===== src/rtl/quad_decoder.sv =====
// Quadrature A/B decoder with wrapping up/down position counter and sticky jump error.
// Optional input glitch filter enabled by defining QDEC_FILTER_EN.
module quad_decoder #(
  parameter int N    = 4,
  parameter int FILT = 3
) (
  input  logic         clk,
  input  logic         res_n,
  input  logic         enable,
  input  logic         a,
  input  logic         b,
  input  logic         load,
  input  logic [N-1:0] set,
  input  logic         clr_err,
  output logic [N-1:0] count,
  output logic         dir,
  output logic         step,
  output logic         err
);

  // state    | meaning
  // ST_PRIME | first edge after reset: adopt cur as prev, no decode
  // ST_TRACK | decode cur against prev every cycle
  typedef enum logic {ST_PRIME, ST_TRACK} state_t;

  state_t     state, state_nxt;
  logic       a_s1, a_s2, b_s1, b_s2;
  logic [1:0] sync, cur, prev;
  logic       move_up, move_dn, jump;

  always_ff @(posedge clk) begin
    if (!res_n) begin
      a_s1 <= 1'b0;
      a_s2 <= 1'b0;
      b_s1 <= 1'b0;
      b_s2 <= 1'b0;
    end else begin
      a_s1 <= a;
      a_s2 <= a_s1;
      b_s1 <= b;
      b_s2 <= b_s1;
    end
  end

  assign sync = {a_s2, b_s2};

`ifdef QDEC_FILTER_EN
  localparam int CW = (FILT > 1) ? $clog2(FILT) : 1;

  logic [1:0]    cand, filt_val;
  logic [CW-1:0] stab_cnt;

  // stab_cnt reaching zero means cand has been seen FILT clocks in a row
  always_ff @(posedge clk) begin
    if (!res_n) begin
      cand     <= 2'b00;
      filt_val <= 2'b00;
      stab_cnt <= '0;
    end else begin
      if (stab_cnt == '0) filt_val <= cand;
      if (sync != cand) begin
        cand     <= sync;
        stab_cnt <= CW'(FILT - 1);
      end else if (stab_cnt != '0) begin
        stab_cnt <= stab_cnt - CW'(1);
      end
    end
  end

  assign cur = (stab_cnt == '0) ? cand : filt_val;
`else
  localparam int unused_filt = FILT;

  assign cur = sync;
`endif

  always_ff @(posedge clk) begin
    if (!res_n) state <= ST_PRIME;
    else        state <= state_nxt;
  end

  always_comb begin
    state_nxt = state;
    if (state == ST_PRIME) state_nxt = ST_TRACK;
  end

  always_comb begin
    move_up = 1'b0;
    move_dn = 1'b0;
    jump    = 1'b0;
    if (state == ST_TRACK) begin
      case ({prev, cur})
        4'b00_10, 4'b10_11, 4'b11_01, 4'b01_00: move_up = 1'b1;
        4'b00_01, 4'b01_11, 4'b11_10, 4'b10_00: move_dn = 1'b1;
        4'b00_11, 4'b11_00, 4'b10_01, 4'b01_10: jump    = 1'b1;
        default: ;
      endcase
    end
  end

  // load wins over any step decoded in the same cycle
  always_ff @(posedge clk) begin
    if (!res_n) begin
      prev  <= 2'b00;
      count <= '0;
      dir   <= 1'b0;
      step  <= 1'b0;
      err   <= 1'b0;
    end else begin
      prev <= cur;
      step <= 1'b0;
      if (load) begin
        count <= set;
      end else if (enable && move_up) begin
        count <= count + N'(1);
        dir   <= 1'b1;
        step  <= 1'b1;
      end else if (enable && move_dn) begin
        count <= count - N'(1);
        dir   <= 1'b0;
        step  <= 1'b1;
      end
      if (enable && jump) err <= 1'b1;
      else if (clr_err)   err <= 1'b0;
    end
  end

endmodule


===== config.mk =====
export PLATFORM = sky130hd
export DESIGN_NAME = quad_decoder
export DESIGN_NICKNAME = d
export VERILOG_FILES = /design/src/rtl/quad_decoder.sv
export SDC_FILE = /design/constraint.sdc
export NUM_CORES = 1
export LEC_CHECK = 0
export CAP_MARGIN = 20
export CORE_MARGIN = 2
export CORE_UTILIZATION = 35
export DETAILED_ROUTE_END_ITERATION = 8
export SYNTH_ARGS = -nofsm -noshare
export SYNTH_HDL_FRONTEND = slang
export SYNTH_SLANG_ARGS = --single-unit

===== constraint.sdc =====
create_clock -name clk -period 2.45 [get_ports clk]
set_input_delay 0.49 -clock clk [delete_from_list [all_inputs] [get_ports clk]]
set_output_delay 0.49 -clock clk [all_outputs]
set_load 0.01 [all_outputs]

* Word level (Yosys, flattened, before mapping)
Index checks and enable logic that the tools add are counted.
Cells by class: add/subtract/negate cells 2, equal/unequal tests 12, muxes and demuxes 16, bitwise logic cells 2, reduce and logical (&&, ||, !) cells 11
Operator list (number):
- 4-bit == test, second input constant | 6
- 1-bit two-way mux | 13
- 4-bit by 3-bit == test with 1-bit output, second input constant | 3
- 4-bit two-way mux | 3
- 4-bit OR reduction | 3
- 4-bit by 2-bit == test with 1-bit output, second input constant | 2
- 4-bit by 1-bit adder with 4-bit output, second input constant | 1
- 4-bit by 1-bit == test with 1-bit output, second input constant | 1
- 2-bit nonzero test | 2
- 4-bit by 1-bit subtractor with 4-bit output, second input constant | 1
- 1-bit logical AND | 3
- 3-bit nonzero test | 1
- 1-bit inverter | 2
- 2-bit AND reduction | 1
- 2-bit OR reduction | 1
Word-level totals: register bits after elaboration 14, bits of input ports 11, logic and storage cells 53

* Logic depth before layout (Yosys ltp)
Gate-level depths: netlist (run 1).
depth in word-level cells 8, mapped depth 9, gate-level depth less buffers 9

* Worst setup path before layout (run 1)
No wires, ideal clock.
kind input -> register, from input port enable, to register count[3], setup time 119 ps, data arrival time 1910 ps, slack 421 ps, stages 9, cells stage by stage nand2_2 nor3_2 inv_1 ha_1 a21o_1 a21oi_1 xor2_1 and4_1 nor3_2
On the way: word-level cells in the longest chain between the ends 3, elaborated cells between the ends (all ways) 5, those cells by class mux (2); reduce/logical (3)
RTL lines:
- from (decl) | RTL line 9 | input logic enable,
- 1-bit logical AND | RTL line 114 | end else if (enable && move_up) begin
- 4-bit two-way mux | RTL line 114
- 4-bit two-way mux | RTL line 112 | if (load) begin
- to (signal assigned) | RTL line 113 | count <= set;
- to (signal assigned) | RTL line 115 | count <= count + N'(1);
- to (signal assigned) | RTL line 119 | count <= count - N'(1);
- to (decl) | RTL line 15 | output logic [N-1:0] count,
Several ways; a longest one is shown, not always the timed one. A chain may end at the register's enable or synchronous reset.

* Worst setup path after layout (run 1)
Ends and elaborated chain as after synthesis.

==> results of run 1 <==
[final cells by class]
cell class              count  area [µm²]
well taps                  25        31.3
fillers                   169         838
flip-flops and latches     14         280
multi-input cells          43         329
repair buffers             21         200
clock buffers               4        36.3
inverters                   3        11.3
[cells by family (layout without fill, tap and decap cells)]
| logic type | count (synthesis) | in the layout | share of synthesized area, % |
|---|---|---|---|
| AND/OR/NAND/NOR | 19 | 19 | 19.8 |
| flip-flops | 14 | 14 | 44.0 |
| AO/OA/AOI/OAI | 11 | 11 | 10.6 |
| XOR/XNOR | 8 | 8 | 11.0 |
| buffers and inverters | 5 | 28 | 4.32 |
| adder cells (fa/ha/maj) | 3 | 3 | 7.07 |
| multiplexers | 2 | 2 | 3.14 |
[Yosys cell counts, drive strengths merged]
library cell / count
a21boi: 1
a21o: 1
a21oi: 3
and2: 7
and3: 1
and4: 1
buf: 2
dfxtp: 14
fa: 1
ha: 2
inv: 3
mux2i: 2
nand2: 3
nand3: 2
nor2: 1
nor2b: 1
nor3: 2
o21ai: 4
o221ai: 1
o32ai: 1
or2: 1
xnor2: 4
xor2: 4
[cells in the final DEF, fill, tap and decap left out, types with 2 or more instances in the layout]
master and n:
a21oi_1 3, and2_1 7, buf_4 4, clkbuf_4 3, clkdlybuf4s50_1 17, dfxtp_1 14, ha_1 2, inv_1 3
mux2i_1 2, nand2_1 2, nand3_1 2, nor3_2 2, o21ai_0 2, o21ai_1 2, xnor2_1 4, xor2_1 4
[critical path: cells and delay by family]
kind / cells / cell delay [ns]
XOR/XNOR: 1 / 0.19
buffers and inverters: 2 / 0.57
AO/OA/AOI/OAI: 2 / 0.36
adder cells (fa/ha/maj): 1 / 0.27
AND/OR/NAND/NOR: 4 / 0.50
[power groups by stage]
| stage | Combinational, mW | Clock [mW] | Sequential [mW] |
|---|---|---|---|
| 3_5_place_dp | 0.0873 | 0 | 0.252 |
| 5_1_grt | 0.0955 | 0.176 | 0.248 |
| 3_3_place_gp | 0.0853 | 0 | 0.252 |
| 6_report | 0.0867 | 0.165 | 0.247 |
| 2_1_floorplan | 0.0451 | 0 | 0.254 |
| 4_1_cts | 0.0881 | 0.170 | 0.247 |
[stage by stage]
stage,area [µm²],setup slack (ns),utilization [%]
after detailed placement,852,-0.0606,49.3
after global routing,888,0.108,51.4
after floorplan,637,0.421,-
final,888,0.226,51.4
after global placement,852,-0.0402,49.3
after CTS,888,0.223,51.4
[how the worst max path moves through the flow]
stage	end	slack [ns]	depth (start not counted)
6_report	count[3]	0.23	10
3_5_place_dp	count[3]	-0.06	10
3_3_place_gp	count[3]	-0.04	10
4_1_cts	count[3]	0.22	10
2_1_floorplan	count[3]	0.42	9
5_1_grt	count[3]	0.11	10
[per-layer routing]
| layer | wire [µm] | track usage [%] | up-vias |
|---|---|---|---|
| met5 | 0 | 0 | - |
| met4 | 19 | 5.00 | 0 |
| met3 | 61 | 2.35 | 4 |
| met2 | 508 | 18.9 | 14 |
| met1 | 521 | 13.4 | 220 |
| li1 | - | - | 254 |
==> flow_metrics.env, run 1 <==
export IMPL_tightest_slew_ns=0.445
export IMPL_grt_first_pass_wirelength_mm=1.71
export IMPL_synth_area_leaders="dfxtp_1 44%, and2_1 6.9%, xnor2_1 5.5%"
export IMPL_worstHoldStart="b_s1"
export IMPL_core_area_um2=1730
export IMPL_crit_fanout=2
export IMPL_vias_per_cell=4.47
export IMPL_clkPwrFrac_pct=33.1
export IMPL_overflow=0
export IMPL_fmax_mhz=450
export IMPL_r2r_end="count[3]"
export IMPL_wl_mm=1.11
export IMPL_r2r_slack_ns=0.51
export IMPL_synth_cell_types=26
export IMPL_drtAntennaViolNets=0
export IMPL_clk_latency_ns=0.27
export IMPL_final_max_slew_violation_count=0
export IMPL_post_drt_wl_per_cell_um=10.1
export IMPL_area_growth_pct=39.5
export IMPL_irDropWorstVdd_mv=0.393
export IMPL_crit_required_ns=2.62
export IMPL_fin_tns_setup_ns=0
export IMPL_path_cells="clkdlybuf4s50_1, nand2_2, nor3_2, inv_1, ha_1, a21o_1, a21oi_1, xor2_1, and4_1, nor3_2"
export IMPL_critical_path_max_stage_delay_ns=0.49
export IMPL_p_per_area_nw_per_um2=561
export IMPL_top_register="count"
export IMPL_cts_tree="done"
export IMPL_syn_area_um2=637
export IMPL_cts_hold_buf=0
export IMPL_avgSynthCellArea_um2=10.3
export IMPL_finalSetupViolCount=0
export IMPL_num_rows=15
export IMPL_cp_slowest_cell="clkdlybuf4s50_1"
export IMPL_max_slew_margin_pct=70.3
export IMPL_r2r_start="a_s2"
export IMPL_synth_top_area_share_pct=44.0
export IMPL_grt_util_all_layers_pct=11.2
export IMPL_drv_cap=0
export IMPL_min_to="b_s2"
export IMPL_diodes=0
export IMPL_path_clk_slew_ns=0.08
export IMPL_drc=0
export IMPL_pin_count=18
export IMPL_synth_fp_nets=76
export IMPL_ys_ff_latch=14
export IMPL_critPathKind="input pin to flip-flop"
export IMPL_drt_iter0_markers=5
export IMPL_skew_ns=0.000981
export IMPL_switching_share_pct=23.6
export IMPL_largest_reg_flops=4
export IMPL_place_gp_congestion=0.730
export IMPL_first_global_vias=423
export IMPL_power_internal_mw=0.380
export IMPL_num_vias=492
export IMPL_hpwl_um=844
export IMPL_hold_viol=0
export IMPL_dr_pass1_iters=4
export IMPL_worstRegToRegCells=9
export IMPL_ctsRootBufferMaster="clkbuf_4"
export IMPL_yosysTopAreaCell="dfxtp_1"
export IMPL_top_regs="count x4, prev x2"
export IMPL_drive_above_1_share_pct=15.3
export IMPL_cts_buffer_depth=2
export IMPL_p_leak_nw=0.345
export IMPL_portBuffers=17
export IMPL_period_needed_ns=2.22
export IMPL_synth_cells=62
export IMPL_crit_arrival_ns=2.40
export IMPL_clock_sinks=14
export IMPL_nets=100
export IMPL_antenna_found_initial=0
export IMPL_start_util_pct=36.9
export IMPL_startpoint_type="input pin"
export IMPL_htree_levels=1
export IMPL_status="complete, no violations"
export IMPL_fin_cells=110
export IMPL_hold_slack_ns=0.438
export IMPL_grt_setup_unrepaired="no"
export IMPL_yosys_warnings=0
export IMPL_pwr_share_seq_pct=49.5
export IMPL_worst_hold_path_num_cells=1
export IMPL_p_switching_mw=0.118
export IMPL_place_inst=106
export IMPL_crit_path_start="enable"
export IMPL_cts_buffers=3
export IMPL_cp_common_cell="nor3_2"
export IMPL_cts_setup_buffers=0
export IMPL_grt_max_degree=16
export IMPL_hp_class="flip-flop to flip-flop"
export IMPL_dieArea_um2=2180
export IMPL_end_kind="flip-flop"
export IMPL_die_h_um=46.7
export IMPL_ys_seq_area_share_pct=44.0
export IMPL_power_total_mw=0.498
export IMPL_die_w_um=46.7
export IMPL_post_cts_resize_count=0
export IMPL_combPwrFrac_pct=17.4
export IMPL_finalCritPeriodShare_pct=90.8
(Power assumes the default switching activity.)
==> run 2, diff against run 1 <==
--- a/config.mk
+++ b/config.mk
@@ -9,6 +9,7 @@
 export CORE_MARGIN = 2
 export CORE_UTILIZATION = 35
 export DETAILED_ROUTE_END_ITERATION = 8
+export PLACE_DENSITY_LB_ADDON = 0.1
 export SYNTH_ARGS = -nofsm -noshare
 export SYNTH_HDL_FRONTEND = slang
 export SYNTH_SLANG_ARGS = --single-unit
==> run 2 against run 1 <==
Combinational power is 1% lower. Count of clock-buffer cells in the layout stayed put. Clock skew is 0.00062 ns higher. Utilization stayed put. Non-clock buffer count stayed put. Routed wire length is 0.72% lower. Sequential power hardly changed. Final cell count stayed put. Highest routed layer unchanged.
==> flow_metrics.env, run 2 (same netlist as run 1, synthesis figures left out) <==
export IMPL_status="complete, no violations"
export IMPL_irDropWorstVdd_mv=0.299
export IMPL_period_needed_ns=2.19
export IMPL_diodes=0
export IMPL_fin_tns_setup_ns=0
export IMPL_fmax_mhz=457
export IMPL_multi_input_area_um2=329
export IMPL_dieArea_um2=2180
export IMPL_cts_setup_buffers=0
export IMPL_grt_max_degree=16
export IMPL_vias_per_cell=4.39
export IMPL_start_util_pct=36.9
export IMPL_wl_mm=1.10
export IMPL_cts_tree="done"
export IMPL_crit_path_start="enable"
export IMPL_p_per_area_nw_per_um2=564
export IMPL_hold_slack_ns=0.439
export IMPL_finalSetupViolCount=0
export IMPL_place_inst=106
export IMPL_grtUsageMet3_pct=3.53
export IMPL_cp_slowest_cell="clkdlybuf4s50_1"
export IMPL_portBuffers=17
export IMPL_clk_latency_ns=0.28
export IMPL_top_register="count"
export IMPL_htree_levels=1
export IMPL_startpoint_type="input pin"
export IMPL_drive_above_1_share_pct=15.3
export IMPL_seqCellArea_um2=280
export IMPL_use_met2_pct=17.2
export IMPL_core_area_um2=1730
export IMPL_cts_buffers=3
export IMPL_p_leak_nw=0.345
export IMPL_num_rows=15
export IMPL_finalCritPeriodShare_pct=89.4
export IMPL_path_cells="clkdlybuf4s50_1, nand2_2, nor3_2, inv_1, ha_1, a21o_1, a21oi_1, xor2_1, and4_1, nor3_2"
export IMPL_area_growth_pct=39.5
export IMPL_drtAntennaViolNets=0
export IMPL_drc=0
export IMPL_worstHoldStart="a_s1"
export IMPL_die_w_um=46.7
export IMPL_antenna_found_initial=0
export IMPL_post_drt_wl_per_cell_um=10.0
export IMPL_met1_usage_pct=17.5
export IMPL_path_clk_slew_ns=0.09
export IMPL_post_cts_resize_count=0
export IMPL_nets=100
export IMPL_critical_path_top_delay_family="buffers and inverters"
export IMPL_tightest_slew_ns=0.418
export IMPL_place_gp_congestion=0.703
export IMPL_max_slew_margin_pct=72.0
export IMPL_r2r_start="a_s2"
export IMPL_ctsRootBufferMaster="clkbuf_4"
export IMPL_cp_num_buf_inv=2
export IMPL_crit_fanout=2
export IMPL_num_vias=483
export IMPL_critical_path_max_stage_delay_ns=0.49
export IMPL_final_cell_mix="17 x clkdlybuf4s50_1, 14 x dfxtp_1, 7 x and2_1"
export IMPL_skew_ns=0.00160
export IMPL_cp_common_cell="nor3_2"
export IMPL_hold_viol=0
export IMPL_grt_first_pass_wirelength_mm=1.88
export IMPL_largest_reg_flops=4
export IMPL_finalInstanceArea_um2=888
export IMPL_first_global_vias=436
export IMPL_crit_required_ns=2.63
export IMPL_fin_cells=110
export IMPL_clock_sinks=14
export IMPL_final_max_slew_violation_count=0
export IMPL_fill_cells=169
export IMPL_busiest_layer="met1"
export IMPL_fin_util_pct=51.4
export IMPL_cts_buffer_depth=2
export IMPL_end_kind="flip-flop"
export IMPL_die_h_um=46.7
export IMPL_placed_area_um2=852
export IMPL_drt_iter0_markers=3
export IMPL_final_common_cell="clkdlybuf4s50_1"
export IMPL_grt_setup_unrepaired="no"
export IMPL_hp_class="flip-flop to flip-flop"
export IMPL_critPathKind="input pin to flip-flop"
export IMPL_top_regs="count x4, prev x2"
export IMPL_grt_util_all_layers_pct=12.8
export IMPL_pin_count=18
export IMPL_drv_cap=0
export IMPL_dr_pass1_iters=2
export IMPL_overflow=0
export IMPL_crit_arrival_ns=2.37
export IMPL_cts_hold_buf=0
-- run 2: cell counts in the layout (fill, tap and decap cells not counted) --
Identical to the previous run, type by type.
-- run 2: area by class of cell --
class	count	area share [%]
multi-input combinational	43	37.0
tap	25	3.52
clock buffer	4	4.08
inverter	3	1.27
sequential	14	31.5
timing repair buffer	21	22.5
-- run 2: final timing paths --
kind | end | slack, ns | cells after the start
hold / removal | a_s2 | 0.44 | 1
setup reg to reg | count[3] | 0.53 | 9
hold reg to reg | a_s2 | 0.44 | 1
setup / recovery | count[3] | 0.26 | 10
-- run 2: per-stage QoR --
step / total power [mW] / setup slack [ns]
CTS: 0.510 / 0.258
finish: 0.501 / 0.261
global route: 0.534 / 0.135
global placement: 0.338 / -0.0327
detailed placement: 0.339 / -0.0477
floorplan: 0.299 / 0.421
-- run 2: layer usage --
layer	up-vias	routed length, µm
met2	17	474
met5	-	0
met1	209	526
met4	0	16
met3	2	83
li1	255	-
-- run 2: power by group --
group	leakage (nW)	switching [mW]	internal, mW
Clock	0.0210	0.0781	0.0904
Sequential	0.115	0.00870	0.238
Combinational	0.209	0.0343	0.0513
Total	0.345	0.121	0.380
